## src/rtl/uart_tx_arb_if.sv

```systemverilog
`default_nettype none
// ============================================================================
// Module   : uart_tx_arb_if
// Brief    : Requester/transmitter signal bundle for the uart_tx arbiter.
// Revision : 1.0 - initial release
// ============================================================================
interface uart_tx_arb_if #(
   parameter int NREQ = 4
);
   logic [NREQ-1:0]   req_valid;
   logic [8*NREQ-1:0] req_data;
   logic [NREQ-1:0]   req_last;
   logic [NREQ-1:0]   req_ack;
   logic [NREQ-1:0]   grant;
   logic [7:0]        tx_data;
   logic              tx_write;
   logic              tx_ready;
   logic              busy;
   logic              err_timeout;

   // master: requesters plus the uart_tx; slave: the arbiter
   modport master (
      output req_valid, req_data, req_last, tx_ready,
      input  req_ack, grant, tx_data, tx_write, busy, err_timeout
   );

   modport slave (
      input  req_valid, req_data, req_last, tx_ready,
      output req_ack, grant, tx_data, tx_write, busy, err_timeout
   );
endinterface
`default_nettype wire

```

## src/rtl/uart_tx_arb.sv

```systemverilog
`default_nettype none
// ============================================================================
// Module   : uart_tx_arb
// Brief    : Message-atomic round-robin arbiter sharing one uart_tx among
//            NREQ byte streams, with a stalled-grant timeout.
// Revision : 1.0 - initial release
// ============================================================================
module uart_tx_arb #(
   parameter int NREQ    = 4,
   parameter int TIMEOUT = 65535
) (
   input  wire          clk,
   input  wire          reset_n,
   uart_tx_arb_if.slave bus
);

   localparam int                 c_PTR_W    = $clog2(NREQ);
   localparam int                 c_IDX_W    = c_PTR_W + 1;
   localparam logic [c_PTR_W-1:0] c_PTR_RST  = c_PTR_W'(NREQ - 1);
   localparam logic [15:0]        c_CNT_LAST = 16'(TIMEOUT - 1);
   localparam logic [NREQ-1:0]    c_ONE      = NREQ'(1);

   typedef enum logic [2:0] {
      S_IDLE    = 3'd0,
      S_HOLD    = 3'd1,
      S_SEND    = 3'd2,
      S_WAIT_LO = 3'd3,
      S_WAIT_HI = 3'd4
   } state_t;

   state_t               r_state,    w_state;
   logic [NREQ-1:0]      r_grant,    w_grant;
   logic [c_PTR_W-1:0]   r_owner,    w_owner;
   logic [c_PTR_W-1:0]   r_ptr,      w_ptr;
   logic [15:0]          r_cnt,      w_cnt;
   logic                 r_last,     w_last;
   logic [NREQ-1:0]      r_ack,      w_ack;
   logic [7:0]           r_tx_data,  w_tx_data;
   logic                 r_tx_write, w_tx_write;
   logic                 r_busy,     w_busy;
   logic                 r_err,      w_err;
   logic [c_IDX_W-1:0]   w_pick;

   // Returns {found, index} of the first valid requester after p, wrapping.
   // Scanning from the farthest candidate down lets the nearest one win.
   function automatic logic [c_IDX_W-1:0] rr_pick(input logic [NREQ-1:0]    v,
                                                  input logic [c_PTR_W-1:0] p);
      logic [c_IDX_W-1:0] res;
      logic [c_IDX_W-1:0] idx;
      res = '0;
      for (int k = NREQ; k >= 1; k--) begin
         idx = {1'b0, p} + c_IDX_W'(k);
         if (idx >= c_IDX_W'(NREQ)) begin
            idx = idx - c_IDX_W'(NREQ);
         end
         if (v[idx[c_PTR_W-1:0]]) begin
            res = {1'b1, idx[c_PTR_W-1:0]};
         end
      end
      return res;
   endfunction

   assign w_pick = rr_pick(bus.req_valid, r_ptr);

   always_ff @(posedge clk or negedge reset_n) begin
      if (!reset_n) begin
         r_state    <= S_IDLE;
         r_grant    <= '0;
         r_owner    <= '0;
         r_ptr      <= c_PTR_RST;
         r_cnt      <= '0;
         r_last     <= 1'b0;
         r_ack      <= '0;
         r_tx_data  <= '0;
         r_tx_write <= 1'b0;
         r_busy     <= 1'b0;
         r_err      <= 1'b0;
      end else begin
         r_state    <= w_state;
         r_grant    <= w_grant;
         r_owner    <= w_owner;
         r_ptr      <= w_ptr;
         r_cnt      <= w_cnt;
         r_last     <= w_last;
         r_ack      <= w_ack;
         r_tx_data  <= w_tx_data;
         r_tx_write <= w_tx_write;
         r_busy     <= w_busy;
         r_err      <= w_err;
      end
   end

   always_comb begin
      w_state    = r_state;
      w_grant    = r_grant;
      w_owner    = r_owner;
      w_ptr      = r_ptr;
      w_cnt      = r_cnt;
      w_last     = r_last;
      w_tx_data  = r_tx_data;
      w_ack      = '0;
      w_tx_write = 1'b0;
      w_err      = 1'b0;

      case (r_state)
         S_IDLE: begin
            // tx_ready gating keeps a frame in flight across reset intact
            if (w_pick[c_IDX_W-1] && bus.tx_ready) begin
               w_state = S_HOLD;
               w_owner = w_pick[c_PTR_W-1:0];
               w_grant = c_ONE << w_pick[c_PTR_W-1:0];
               w_cnt   = '0;
            end
         end

         S_HOLD: begin
            if (bus.req_valid[r_owner]) begin
               // A valid byte always beats an expiring timeout
               if (bus.tx_ready) begin
                  w_state    = S_SEND;
                  w_tx_data  = bus.req_data[{r_owner, 3'b000} +: 8];
                  w_last     = bus.req_last[r_owner];
                  w_tx_write = 1'b1;
                  w_ack      = c_ONE << r_owner;
               end
            end else if (r_cnt == c_CNT_LAST) begin
               w_state = S_IDLE;
               w_grant = '0;
               w_ptr   = r_owner;
               w_err   = 1'b1;
            end else begin
               w_cnt = r_cnt + 16'd1;
            end
         end

         S_SEND: begin
            w_state = S_WAIT_LO;
         end

         S_WAIT_LO: begin
            if (!bus.tx_ready) begin
               w_state = S_WAIT_HI;
            end
         end

         S_WAIT_HI: begin
            if (bus.tx_ready) begin
               if (r_last) begin
                  w_state = S_IDLE;
                  w_grant = '0;
                  w_ptr   = r_owner;
               end else begin
                  w_state = S_HOLD;
                  w_cnt   = '0;
               end
            end
         end

         default: begin
            w_state = S_IDLE;
            w_grant = '0;
         end
      endcase

      w_busy = |w_grant;
   end

   assign bus.req_ack     = r_ack;
   assign bus.grant       = r_grant;
   assign bus.tx_data     = r_tx_data;
   assign bus.tx_write    = r_tx_write;
   assign bus.busy        = r_busy;
   assign bus.err_timeout = r_err;

endmodule
`default_nettype wire
```

## src/flat_wrapper.sv

```systemverilog
// flat-port wrapper written by rule: the top's interface ports become plain ports
module uart_tx_arb_flat 
#(
   parameter int NREQ    = 4,
   parameter int TIMEOUT = 65535
)
  (clk, reset_n, bus_req_valid, bus_req_data, bus_req_last, bus_tx_ready, bus_req_ack, bus_grant, bus_tx_data, bus_tx_write, bus_busy, bus_err_timeout);
  uart_tx_arb_if #(.NREQ(NREQ)) bus_i ();
  input  wire clk;
  input  wire reset_n;
  input wire logic [$bits(bus_i.req_valid)-1:0] bus_req_valid;
  input wire logic [$bits(bus_i.req_data)-1:0] bus_req_data;
  input wire logic [$bits(bus_i.req_last)-1:0] bus_req_last;
  input wire logic [$bits(bus_i.tx_ready)-1:0] bus_tx_ready;
  output wire logic [$bits(bus_i.req_ack)-1:0] bus_req_ack;
  output wire logic [$bits(bus_i.grant)-1:0] bus_grant;
  output wire logic [$bits(bus_i.tx_data)-1:0] bus_tx_data;
  output wire logic [$bits(bus_i.tx_write)-1:0] bus_tx_write;
  output wire logic [$bits(bus_i.busy)-1:0] bus_busy;
  output wire logic [$bits(bus_i.err_timeout)-1:0] bus_err_timeout;
  assign bus_i.req_valid = bus_req_valid;
  assign bus_i.req_data = bus_req_data;
  assign bus_i.req_last = bus_req_last;
  assign bus_i.tx_ready = bus_tx_ready;
  assign bus_req_ack = bus_i.req_ack;
  assign bus_grant = bus_i.grant;
  assign bus_tx_data = bus_i.tx_data;
  assign bus_tx_write = bus_i.tx_write;
  assign bus_busy = bus_i.busy;
  assign bus_err_timeout = bus_i.err_timeout;
  uart_tx_arb #(.NREQ(NREQ), .TIMEOUT(TIMEOUT)) u_core (.clk(clk), .reset_n(reset_n), .bus(bus_i));
endmodule
```

## config.mk

```make
export PLATFORM = sky130hd
export DESIGN_NAME = uart_tx_arb_flat
export DESIGN_NICKNAME = d
export VERILOG_FILES = /design/src/rtl/uart_tx_arb_if.sv /design/src/rtl/uart_tx_arb.sv /design/src/flat_wrapper.sv
export SDC_FILE = /design/constraint.sdc
export NUM_CORES = 1
export LEC_CHECK = 0
export BUFFER_PORTS_ARGS = -buffer_cell sky130_fd_sc_hd__buf_4
export CORE_MARGIN = 5
export CORE_UTILIZATION = 25
export DETAILED_ROUTE_END_ITERATION = 16
export HOLD_SLACK_MARGIN = 0.12
export MAX_ROUTING_LAYER = met4
export PLACE_DENSITY_LB_ADDON = 0.2
export SYNTH_ARGS = -nofsm -noshare
export SYNTH_HDL_FRONTEND = slang
export SYNTH_SLANG_ARGS = --single-unit
```

## constraint.sdc

```tcl
create_clock -name clk -period 5.5 [get_ports clk]
set_clock_uncertainty 0.1 [all_clocks]
set_input_delay 1.1 -clock clk [delete_from_list [all_inputs] [get_ports clk]]
set_output_delay 1.1 -clock clk [all_outputs]
set_load 0.01 [all_outputs]
```

-- Yosys cells after proc, flatten, opt, wreduce, memory -nomap -nowiden
Index checks and enable logic that the tools add are counted.
- register bits: 43
- bits in latches: 0
- RAM bits: 0
- memory bits (read-only): 0
- bits of input ports: 43
- output and inout port bits: 19
- logic and storage cells: 112
- memories: 0
- $add $sub $neg: 9
- multipliers: 0
- div/mod/pow operators: 0
- order comparisons: 9
- eq/ne operators: 15
- shifts and indexed selects: 3
- mux-type cells: 54
- bitwise operators: 0
- reduce and logical (&&, ||, !) cells: 11
- operators with widths (kind ; count):
    16-bit two-way mux ; 5
    16-bit case mux with 3 select lines ; 1
    4-bit two-way mux ; 8
    32-bit by 6-bit variable part select with 8-bit output ; 1
    3-bit two-way mux ; 10
    16-bit by 1-bit adder with 16-bit output, second input constant ; 1
    16-bit == test, second input constant ; 1
    2-bit two-way mux ; 8
    4-bit case mux with 4 select lines ; 1
    2-bit by 3-bit < comparator with 1-bit output, second input constant ; 5
    3-bit case mux with 5 select lines ; 1
    1-bit two-way mux ; 13
    1-bit binary-select mux with 2-bit select ; 6
    3-bit greater-or-equal comparator, second input constant ; 4
    2-bit != test, second input constant ; 5
    5-bit AND reduction ; 2
    1-bit by 2-bit << shifter with 4-bit output, first input constant ; 2
    2-bit by 1-bit subtractor with 2-bit output, second input constant ; 4
    2-bit by 2-bit adder with 3-bit output, second input constant ; 2
    3-bit by 2-bit == test with 1-bit output, second input constant ; 2
    2-bit by 1-bit != test with 1-bit output, second input constant ; 3
    6-bit AND reduction ; 1
    2-bit case mux with 2 select lines ; 1
    4-bit OR reduction ; 1
    other kinds (13) ; 13

-- Longest topological paths before layout
- depth in word-level cells: 13
- depth in mapped cells: 8
- depth with buffers taken out: 7

-- Least setup slack after synthesis
No wires, ideal clock.
- path kind: input to register
- from: in bus_req_valid[3]
- to: reg u_core.r_cnt[10]
- setup time: 0.078 ns
- data arrival time: 2.608 ns
- required time: 5.322 ns
- path slack: 2.714 ns
- cell stages on the path: 5
- buffers on the path: 0
- path through: mux4_2 > nand2b_4 > or3_4 > or3_1 > a21oi_1
- word-level cells in the longest chain between the ends: 9
- elaborated cells on any way between the ends: 18
- those cells by class: eq/ne (2); mux (14); reduce/logical (2)
- ends and longest elaborated chain (item ; line ; RTL):
    from (decl) ; flat_wrapper.sv:11 ; input wire logic [$bits(bus_i.req_valid)-1:0] bus_req_valid;
    1-bit binary-select mux with 2-bit select ; uart_tx_arb.sv:56 ; if (v[idx[c_PTR_W-1:0]]) begin
    1-bit two-way mux (not written as such) ; uart_tx_arb.sv:56 ;
    3-bit two-way mux (4 in a row) ; uart_tx_arb.sv:56 ;
    1-bit logical AND ; uart_tx_arb.sv:108 ; if (w_pick[c_IDX_W-1] && bus.tx_ready) begin
    2-bit by 1-bit != test with 1-bit output (no source line) ; n/a ;
    6-bit AND reduction (no source line) (*) ; n/a ;
    to (signal assigned) ; uart_tx_arb.sv:83 ; r_cnt <= w_cnt;
    to (decl) ; uart_tx_arb.sv:35 ; logic [15:0] r_cnt, w_cnt;
Mark *: on every way between the ends. The rest lies on a longest branch, timed or not. The select of a mux whose other input is x is not followed.
A chain may end at the register's enable or synchronous reset.

-- Worst setup path in the final report
- from: reg u_core.r_owner[0]
- to: reg u_core.r_cnt[12]
- word-level cells in the longest chain between the ends: 4
- ends and longest elaborated chain (item ; line ; RTL):
    from (decl) ; uart_tx_arb.sv:33 ; logic [c_PTR_W-1:0] r_owner, w_owner;
    from (signal assigned) ; uart_tx_arb.sv:81 ; r_owner <= w_owner;
    1-bit binary-select mux with 2-bit select ; uart_tx_arb.sv:117 ; if (bus.req_valid[r_owner]) begin
    1-bit two-way mux (not written as such) ; uart_tx_arb.sv:117 ;
    2-bit != test (no source line) ; n/a ;
    6-bit AND reduction (no source line) ; n/a ;
No other way between the ends. The select of a mux whose other input is x is not followed.

==> implementation parameters <==
Parameter                              Value

CTS
  Clk_lat worst skew    290 ps
  Post-CTS resize count    0
  Clock slew at the register clock pins of the worst setup and hold paths    80 ps
  Total CTS buffers    5
  CTS H-tree lvls    2
  Number of buffers between clock root and the deepest sink    2
  CTS tree    built
  Sink count of the clock tree    43
  Hold buffer count at CTS    0
  Setup bufs post-CTS    0
  Clock root buffer    clkbuf_8

STA
  Hold slack final    408 ps
  Max Slew Vio Count    0
  # setup viols final    0
  Portion of the clock cycle consumed by the worst path in the final layout    0.504
  Final hold violation count    0
  Setup Total Neg Slack    0 ps
  Relative max-transition margin    0.519
  Least setup slack across all paths after layout    2730 ps
  Unrepaired setup endpoints after global routing    no
  Post-layout min period    2770 ps
  Maximum achievable frequency    360 MHz
  Slew at the pin closest to its max-slew limit    722 ps

Global routing
  Wire length of the first global-routing pass    9580 um
  Largest net degree at the start of global routing    44
  Number of global-route vias before repair    1922
  Total gr overflow    0
  Gr usage total    0.105
  Initial antenna violation count    0

Critical path
  Slowest cell delay on critical path    810 ps
  Buffering stage count on the worst path with inverters included    0
  Kind of capture point of the worst setup path    flip-flop
  Critical path's top delay family    simple AND/OR/NAND/NOR gates
  Arrival time at the worst endpoint    2890 ps
  Critical Setup Path Class    reg -> reg
  Startpoint type of the worst setup path    flip-flop
  Chain of cells forming the critical path    mux4_2 -> nor4_4 -> nand3_2 -> or3_1 -> a21oi_1
  Critical Path Fanout Max    16
  Required time reported for the critical path endpoint    5620 ps
  Critical Path Slowest Stage Cell    dfrtp_1

Hold path
  Hold WC Path Type    reg -> reg

Floorplan
  Starting utilization of the core area    0.256
  CORE AREA    9240 um2
  Horizontal die dimension    107 um
  I/O pin cnt    62
  Die height    107 um
  Total Die Area    11500 um2
  Number of placement rows    35

Final layout
  Area occupied by multi-input gates    1220 um2
  Commonest cells after routing, fill and taps aside    61 x buf_4, 41 x dfrtp_1, 15 x nor2_1
  Ratio of cells with drive above 1 in the final layout    0.352
  Most frequent standard cell in the layout excluding fill and tap cells    buf_4
  Layout net count    312
  Count of filler cells inserted in the layout    966
  Syn-to-layout area delta    28.2%
  Diodes inserted    0
  Sequential cell area    1080 um2

Synthesis
  Xor/xnor cell area share of the yosys netlist    0.0296
  Number of distinct library cells after synthesis    48
  Main combinational cell family by area after synthesis    simple AND/OR/NAND/NOR gates
  Number of warnings reported in the yosys synthesis log    0
  Post-synthesis mux area share    0.164
  Synthesized net count    256
  Register area share after synthesis    0.455
  Primary flip-flop cell chosen by synthesis mapping    dfrtp_1
  Count of flip-flops with a built-in enable after synthesis    0
  Synth Cell Area    2370 um2
  Fraction of the mapped netlist area in compound gates    0.111
  Simple-gate area share of the yosys netlist    0.200
  Cell count after synthesis    211
  Synthesized area per cell    11.2 um2
  Asr flop ratio synth    1.00
  Adder and majority cell fraction of the synthesized area    0.0106
  Synthesized flop and latch total    43

Drt
  Aggregate routed wire length    5600 um
  Drt wl/cell    14.1 um
  First-pass DRT Iterations    4
  Remaining antenna violation count after routing    0
  Total number of vias    1875
  Number of DRC markers after the initial detailed-route iteration    67
  Post-detailed-route DRC marker count    0
  Via-to-Cell Ratio    4.73

Place
  Final RePlAce weighted congestion    0.803
  Hpwl dp    4200 um
  Setup slack at placement    2430 ps
  Port buffer count    61

Power
  Overall power consumption    0.00122 W
  Power Dens Cells    401 nW/um2
  Lkg Pwr    1.33 nW
  Worst vdd rail ir drop    0.000149 V

Run
  Max-cap viol count    0

Status
  Status    finished clean
per-stage QoR:
stage          cells  instance area (um2)  utilization
5_1_grt          396                 3040        0.329
3_3_place_gp     389                 2930        0.317
2_1_floorplan    211                 2370            -
4_1_cts          396                 3040        0.329
6_report         396                 3040        0.329
3_5_place_dp     389                 2930        0.317
cell type report:
| type | instances | share of cell area |
|---|---|---|
| clock buffers | 6 | 0.0239 |
| clock inverters | 1 | 0.00989 |
| inverters | 4 | 0.00495 |
| multi-input cells | 152 | 0.402 |
| flip-flops and latches | 43 | 0.355 |
| well taps | 129 | 0.0532 |
| repair buffers | 61 | 0.151 |
cell usage after synthesis, types with 2 or more instances:
library cell   n  share of area
a21boi_0       3         0.0095
a21oi_1        9          0.019
and3_1         2         0.0053
buf_2          2         0.0042
clkbuf_1       9          0.014
dfrtp_1       41           0.43
dfstp_2        2          0.022
ha_1           2          0.011
inv_1          4         0.0063
mux2_2        12          0.057
mux4_1         5          0.055
mux4_2         5          0.048
nand2_1       10          0.016
nand2b_1       3         0.0079
nand3_1        9          0.019
nand4_1       10          0.026
nor2_1        15          0.024
nor2b_1        3         0.0079
nor3_1         3         0.0063
nor3b_1        6          0.019
nor4_1         2         0.0053
o211ai_1       5          0.016
o21ai_0        6          0.013
o22ai_1        2         0.0053
o2bb2ai_1      2         0.0074
o31ai_1        5          0.016
or2_2          2         0.0053
or3_1          4          0.011
or4_1          3         0.0095
xnor2_1        2         0.0074
xor2_1         6          0.022
power by group:
part / internal (W) / switching [W]
Sequential: 0.000403 / 0.000117
Clock: 0.000133 / 0.000107
Combinational: 0.000261 / 0.000195
sequential cells by signal, indices dropped and copies added (netlist names):
| signal | count |
|---|---|
| u_core.r_cnt | 16 |
| u_core.r_owner | 2 |
| u_core.bus.req_ack | 4 |
| u_core.bus.tx_write | 1 |
| u_core.bus.tx_data | 8 |
| u_core.bus.err_timeout | 1 |
| u_core.bus.busy | 1 |
| u_core.r_state | 3 |
| u_core.r_last | 1 |
| u_core.r_ptr | 2 |
| u_core.bus.grant | 4 |
logic make-up (layout without fill, tap and decap cells):
logic type	count (synthesis)	in the layout
simple gates	80	80
buf+inv	16	72
fa+ha+maj	2	2
compound gates	39	39
flops	43	43
xor+xnor	8	8
mux	23	23
worst paths after layout:
kind,start,to,slack (ps),cells after the start
setup / recovery,u_core.r_owner[0]$_DFFE_PN0P_,u_core.r_cnt[12]$_DFFE_PN0P_,2730,5
hold / removal,u_core.bus.grant[1]$_DFF_PN0_,u_core.bus.grant[1]$_DFF_PN0_,410,1
setup reg to reg,u_core.r_owner[0]$_DFFE_PN0P_,u_core.r_cnt[12]$_DFFE_PN0P_,2730,5
hold reg to reg,u_core.bus.grant[1]$_DFF_PN0_,u_core.bus.grant[1]$_DFF_PN0_,410,1
max in group asynchronous,reset_n,u_core.r_cnt[6]$_DFFE_PN0P_,4240,1
min in group asynchronous,reset_n,u_core.bus.grant[2]$_DFF_PN0_,690,1
routing by layer:
| metal | GRT usage | part of all wire | vias to the layer above |
|---|---|---|---|
| met1 | 0.140 | 0.48 | 911 |
| met5 | - | 0 | - |
| met4 | 0.0298 | 0.011 | 0 |
| met2 | 0.158 | 0.45 | 51 |
| met3 | 0.0300 | 0.058 | 6 |
| li1 | - | - | 907 |
Note: power is estimated with default switching activity, not from simulation.
